--- src/rtl/uart_rx_byte.sv ---
// uart_rx_byte: 8N1 serial receiver feeding a byte FIFO push/data_in port.
// A two-flop synchroniser produces rx_s, and every decision uses rx_s only.
// A start bit is validated at mid-bit. Each data bit and the stop bit are
// sampled once per CLKS_PER_BIT after that point. A good byte is presented
// with a one-cycle push. A byte that arrives while the FIFO is full raises
// overrun instead of push. A low stop bit raises frame_err, and the receiver
// then waits for the line to return high before it looks for a new frame.
module uart_rx_byte #(
    parameter int unsigned CLKS_PER_BIT = 104
) (
    input  logic       clk,
    input  logic       reset,
    input  logic       rx,
    input  logic       full,
    output logic [7:0] data_out,
    output logic       push,
    output logic       frame_err,
    output logic       overrun
);

    localparam int unsigned CW = (CLKS_PER_BIT > 1) ? $clog2(CLKS_PER_BIT) : 1;
    localparam logic [CW-1:0] HALF_LAST = CW'(CLKS_PER_BIT / 2 - 1);
    localparam logic [CW-1:0] BIT_LAST  = CW'(CLKS_PER_BIT - 1);

    typedef enum logic [2:0] {
        IDLE,
        START,
        DATA,
        STOP,
        BRK
    } state_t;

    // Outcome decided at the stop-bit sample, emitted on the following edge.
    typedef enum logic [1:0] {
        RES_NONE,
        RES_PUSH,
        RES_OVR,
        RES_FERR
    } result_t;

    logic          rx_meta_q;
    logic          rx_s_q;
    state_t        state_q;
    logic [CW-1:0] cnt_q;
    logic [2:0]    idx_q;
    logic [7:0]    sh_q;
    result_t       res_q;
    logic [7:0]    data_out_q;
    logic          push_q;
    logic          frame_err_q;
    logic          overrun_q;

    // Two-flop synchroniser for the asynchronous serial line; idles high.
    always_ff @(posedge clk) begin
        if (reset) begin
            rx_meta_q <= 1'b1;
            rx_s_q    <= 1'b1;
        end else begin
            rx_meta_q <= rx;
            rx_s_q    <= rx_meta_q;
        end
    end

    // Frame state machine, shift register and registered output pulses.
    always_ff @(posedge clk) begin
        if (reset) begin
            state_q     <= IDLE;
            cnt_q       <= '0;
            idx_q       <= '0;
            sh_q        <= '0;
            res_q       <= RES_NONE;
            data_out_q  <= '0;
            push_q      <= 1'b0;
            frame_err_q <= 1'b0;
            overrun_q   <= 1'b0;
        end else begin
            push_q      <= 1'b0;
            frame_err_q <= 1'b0;
            overrun_q   <= 1'b0;
            res_q       <= RES_NONE;

            // The outcome is registered in res_q first and turned into a
            // pulse one edge later. That edge is the "next cycle" after the
            // stop-bit sample. sh_q cannot change in the meantime, because
            // a new frame needs at least half a bit before its first data
            // sample.
            case (res_q)
                RES_PUSH: begin
                    push_q     <= 1'b1;
                    data_out_q <= sh_q;
                end
                RES_OVR:  overrun_q   <= 1'b1;
                RES_FERR: frame_err_q <= 1'b1;
                default:  ;
            endcase

            case (state_q)
                IDLE: begin
                    if (!rx_s_q) begin
                        state_q <= START;
                        cnt_q   <= '0;
                    end
                end

                START: begin
                    if (cnt_q == HALF_LAST) begin
                        cnt_q <= '0;
                        if (!rx_s_q) begin
                            state_q <= DATA;
                            idx_q   <= '0;
                        end else begin
                            state_q <= IDLE;
                        end
                    end else begin
                        cnt_q <= cnt_q + 1'b1;
                    end
                end

                DATA: begin
                    if (cnt_q == BIT_LAST) begin
                        cnt_q       <= '0;
                        sh_q[idx_q] <= rx_s_q;
                        if (idx_q == 3'd7) begin
                            state_q <= STOP;
                        end else begin
                            idx_q <= idx_q + 3'd1;
                        end
                    end else begin
                        cnt_q <= cnt_q + 1'b1;
                    end
                end

                STOP: begin
                    if (cnt_q == BIT_LAST) begin
                        cnt_q <= '0;
                        if (rx_s_q) begin
                            res_q   <= full ? RES_OVR : RES_PUSH;
                            state_q <= IDLE;
                        end else begin
                            res_q   <= RES_FERR;
                            state_q <= BRK;
                        end
                    end else begin
                        cnt_q <= cnt_q + 1'b1;
                    end
                end

                BRK: begin
                    // A line held low must go high again before a new start bit counts.
                    if (rx_s_q) begin
                        state_q <= IDLE;
                    end
                end

                default: begin
                    state_q <= IDLE;
                    cnt_q   <= '0;
                end
            endcase
        end
    end

    assign data_out  = data_out_q;
    assign push      = push_q;
    assign frame_err = frame_err_q;
    assign overrun   = overrun_q;

endmodule

--- config.mk ---
export PLATFORM = sky130hd
export DESIGN_NAME = uart_rx_byte
export DESIGN_NICKNAME = d
export VERILOG_FILES = /design/src/rtl/uart_rx_byte.sv
export SDC_FILE = /design/constraint.sdc
export NUM_CORES = 1
export LEC_CHECK = 0
export CAP_MARGIN = 20
export CORE_MARGIN = 3
export CORE_UTILIZATION = 46
export DETAILED_ROUTE_END_ITERATION = 8
export GPL_ROUTABILITY_DRIVEN = 0
export HOLD_SLACK_MARGIN = 0.08
export PLACE_DENSITY_LB_ADDON = 0.1
export SLEW_MARGIN = 20
export SYNTH_ARGS = -nofsm -noshare
export SYNTH_HDL_FRONTEND = slang
export SYNTH_SLANG_ARGS = --single-unit
--- constraint.sdc ---
create_clock -name clk -period 5.2 [get_ports clk]
set_input_delay 1.04 -clock clk [delete_from_list [all_inputs] [get_ports clk]]
set_output_delay 1.04 -clock clk [all_outputs]
set_load 0.02 [all_outputs]
# Word-level counts from Yosys, hierarchy flattened
# Index checks and enable logic that the tools add are counted.
[totals]
reg_bits = 36
inputBits = 4
out_inout_bits = 11
wordCells = 71
[op_classes]
n_addsub = 2
order_cmp = 2
n_eq_ne = 18
n_mux = 26
bitwise_logic = 3
n_reduce_logical = 9
[ops]
columns = ["operator", "count"]
rows = [
  ["two-way mux 3 bit", 11],
  ["one-hot mux 7 bit (4 select lines)", 1],
  ["two-way mux 7 bit", 3],
  ["!= test 2 bit, second input constant", 8],
  ["one-hot mux 3 bit (5 select lines)", 1],
  ["bitwise mux 8 bit", 1],
  ["adder 7 x 1 -> 7 bit, second input constant", 1],
  ["== test 7 x 6 -> 1 bit, second input constant", 1],
  ["== test 7 bit, second input constant", 1],
  ["== test 3 x 2 -> 1 bit, second input constant", 2],
  ["== test 3 bit, second input constant", 2],
  ["two-way mux 2 bit", 3],
  ["one-hot mux 3 bit (2 select lines)", 1],
  ["AND reduction 6 bit", 1],
  ["AND reduction 5 bit", 1],
  ["== test 2 bit, second input constant", 2],
  ["< comparator 3 x 4 -> 1 bit, second input constant", 1],
  ["two-way mux 1 bit", 4],
  ["AND reduction 2 bit", 2],
  ["adder 3 x 1 -> 3 bit, second input constant", 1],
  ["demux 1 bit (select 3 bit)", 1],
  ["== test 3 x 1 -> 1 bit, second input constant", 1],
  ["greater-or-equal comparator 3 x 1 -> 1 bit, second input constant", 1],
  ["zero test 3 bit", 1],
  ["6 further kinds", 8],
]

# Logic depth before layout (Yosys ltp)
[logic_depth]
word_depth = 5
mapped_depth = 6

# Worst setup path before layout
# Ideal clock, no wire load.
[synth_path]
kind = "input to register"
start = "input reset"
end = "register rx_s_q"
t_arrival_ns = 1.653
setup_slack_ns = 3.423
cell_stages = 3
n_path_buf = 2
path_cell_list = "clkbuf_1 -> clkbuf_1 -> or2_2"
[synth_rtl]
columns = ["item", "line_no", "source"]
rows = [
  ["from (decl)", "12", "input logic reset,"],
  ["to (signal assigned)", "60", "rx_s_q <= rx_meta_q;"],
  ["to (decl)", "42", "logic rx_s_q;"],
]
# No word-level cell between the ends.

# Worst setup path after layout
[layout_path]
start = "register data_out_q[4], in the netlist data_out[4]"
end = "output data_out[4]"
[layout_rtl]
columns = ["item", "line_no", "source"]
rows = [
  ["from (decl)", "48", "logic [7:0] data_out_q;"],
  ["from (signal assigned)", "90", "data_out_q <= sh_q;"],
  ["to (decl)", "15", "output logic [7:0] data_out,"],
]
# No word-level cell between the ends.

==> impl_metrics.tcl <==
set metrics [dict create \
    status "finished, final reports clean" \
    drt_first_pass_iters 4 \
    insertion_delay_ps 330 \
    drc 0 \
    reg2reg_from "cnt_q[0]" \
    netlist.area_leader.share_pct 43.9 \
    syn_nets 197 \
    die_w_microns 65.8 \
    powerDensity_nw_per_um2 246 \
    syn_inst 190 \
    grt_first_pass_wirelength_microns 5490 \
    path_class "reg -> out" \
    cts_max_level 2 \
    yosys_warnings 0 \
    fin_util_pct 54.6 \
    core_sq_um 3390 \
    vias 1350 \
    netlist_top_cells_area "dfxtp_1 44%, nand2_1 6.6%, nand2b_1 5.0%" \
    ys_ff_latch 36 \
    r2r_setup_slack_ps 3290 \
    antenna_found_initial 0 \
    path_max_fanout 2 \
    crit_path_end_kind "primary output" \
    drv_cap 0 \
    yosys_most_used_dff "dfxtp_1" \
    yosysSeqAreaShare_pct 43.9 \
    clock_path_buffers 2 \
    layout.nets 207 \
    via_per_inst 5.47 \
    grt_max_degree 41 \
    path_cells "clkdlybuf4s50_1" \
    dp_cells 239 \
    layout-drive-gt1-share_pct 7.46 \
    hold-path-endpoint "rx_s_q" \
    required_ps 4160 \
    yosysMostFrequentCell "dfxtp_1" \
    totalWireLength_microns 3170 \
    initial_core_util_pct 48.5 \
    maxSlewHeadroom_pct 56.0 \
    whs_path_depth 1 \
    die_h_microns 65.8 \
    synth-edff-count 0 \
    clockRootBuffer "clkbuf_4" \
    worst_setup_path_start_kind "flip-flop" \
    maxSlewViolCount 0 \
    track_usage_pct 16.5 \
    rows 21 \
    hold_viol_final 0 \
    final-setup-viol-count 0 \
    period_needed_ps 2330 \
    ir_drop_mv 0.197 \
    hpwl_microns 2180 \
    fillers 302 \
    post_drt_wl_per_cell_microns 12.8 \
    dieArea_sq_um 4320 \
    dr.first_iter.drc_count 99 \
    cp_num_buf_inv 1 \
    fin_crit_sh_pct 44.8 \
    hold_buffers 0 \
    cts_buffers 5 \
    r2r_cells 5 \
    worstHoldStart "rx_meta_q" \
    netlist_area_sq_um 1640 \
    rsz0062_at_grt "false" \
    diodes 0 \
    power_mw 0.455 \
    finalInstanceArea_sq_um 1850 \
    cts_tree "done" \
    cts_sinks 36 \
    grt_pass1_vias 1245 \
    path_delay_family "buffers and inverters" \
    netlist-cell-type-count 42 \
    tightest_slew_ps 654 \
    leakage_nw 0.660 \
    hp-class "reg -> reg" \
    worstPathArrival_ps 1290 \
    crit_slowest_cell "clkdlybuf4s50_1" \
    grt.overflow.total 0 \
    timing.rr.end "state_q[1]" \
    syn2layout_area_growth_pct 12.6 \
    ctsResizeCount 0 \
    clkSlewWorstSetupHoldPaths_ps 110 \
    critPathMaxStageDelay_ps 600 \
    yosys.area.top_type "dfxtp_1" \
    ioPinCount 15 \
    synth_common_cells "36 x dfxtp_1, 29 x nand2_1, 13 x a21oi_1, 13 x nand2b_1, 12 x nand3_1" \
    syn_avg_cell_area_sq_um 8.65 \
    ant_nets 0 \
    max_clock_freq_ghz 0.429 \
    final_cells 247 \
    clock_skew_ps 6.65 \
    finalSetupTns_ps 0 \
    ys_async_sr_fraction_pct 0 \
    portBuffers 14 \
    post-cts-setup-buffers 0 \
    placed_cell_area_sq_um 1800 \
]
## layout by cell type (no fill, tap or decap), drive strengths merged, types with 3 or more instances in the layout
| master | n |
|---|---|
| nor2 | 10 |
| nand2b | 13 |
| clkdlybuf4s50 | 13 |
| a31oi | 3 |
| nor2b | 4 |
| a2111oi | 3 |
| nand2 | 29 |
| clkbuf | 5 |
| ha | 3 |
| dfxtp | 36 |
| clkinv | 3 |
| nand3 | 12 |
| o21a | 4 |
| a21oi | 13 |
| nor3 | 6 |
| mux2i | 8 |
## flip-flops by register name (all words and copies together), names as in the netlist
register / cells
res_q: 2
frame_err: 1
push: 1
overrun: 1
state_q: 3
idx_q: 3
rx_s_q: 1
rx_meta_q: 1
sh_q: 8
cnt_q: 7
data_out: 8
## where the power goes
group          leakage [nW]  internal, mW  switching, mW
Clock                0.0349        0.0520         0.0973
Sequential            0.291         0.278        0.00383
Combinational         0.334       0.00965         0.0140
## worst max-delay path by stage
stage / cells after the start / to / startpoint
after floorplan: 3 / rx_s_q / reset
after CTS: 3 / sh_q[0] / reset
after detailed placement: 3 / sh_q[0] / reset
final: 1 / data_out[4] / data_out[4]
after global placement: 3 / sh_q[2] / reset
after global routing: 1 / data_out[7] / data_out[7]
## final cells by class
class                      instances  area, sq um  area share (%)
multi-input combinational        141          872            47.2
timing repair buffer              14          135            7.31
clock buffer                       5         37.5            2.03
tap                               46         57.6            3.11
clock inverter                     3         18.8            1.01
inverter                           2         7.51           0.406
sequential                        36          721            39.0
## cells by family (layout without fill, tap and decap cells)
logic type                 after synthesis  count (layout)  synth area share (%)
buffers and inverters                   13              24                  3.05
and+or+nand+nor                         94              94                  30.7
muxes                                    9               9                  5.56
adders and majority gates                3               3                  2.29
xor gates and xnor gates                 1               1                 0.533
AOI/OAI and AO/OA                       34              34                  14.0
DFF                                     36              36                  43.9
## per-layer routing
layer | wire length (microns) | share of wire (%) | track usage [%] | vias up
li1 | - | - | - | 693
met3 | 220 | 6.9 | 6.15 | 6
met2 | 1420 | 45 | 24.5 | 41
met1 | 1480 | 47 | 21.5 | 610
met4 | 52 | 1.6 | 6.74 | 0
met5 | 0 | 0 | 0 | -
## per-stage QoR
step,setup slack (ps),hold WS [ps]
2_1_floorplan,3420,389
3_3_place_gp,2340,398
3_5_place_dp,2240,398
4_1_cts,2600,424
5_1_grt,2790,450
6_report,2870,423
No activity file was read; power rests on OpenSTA's default activity.
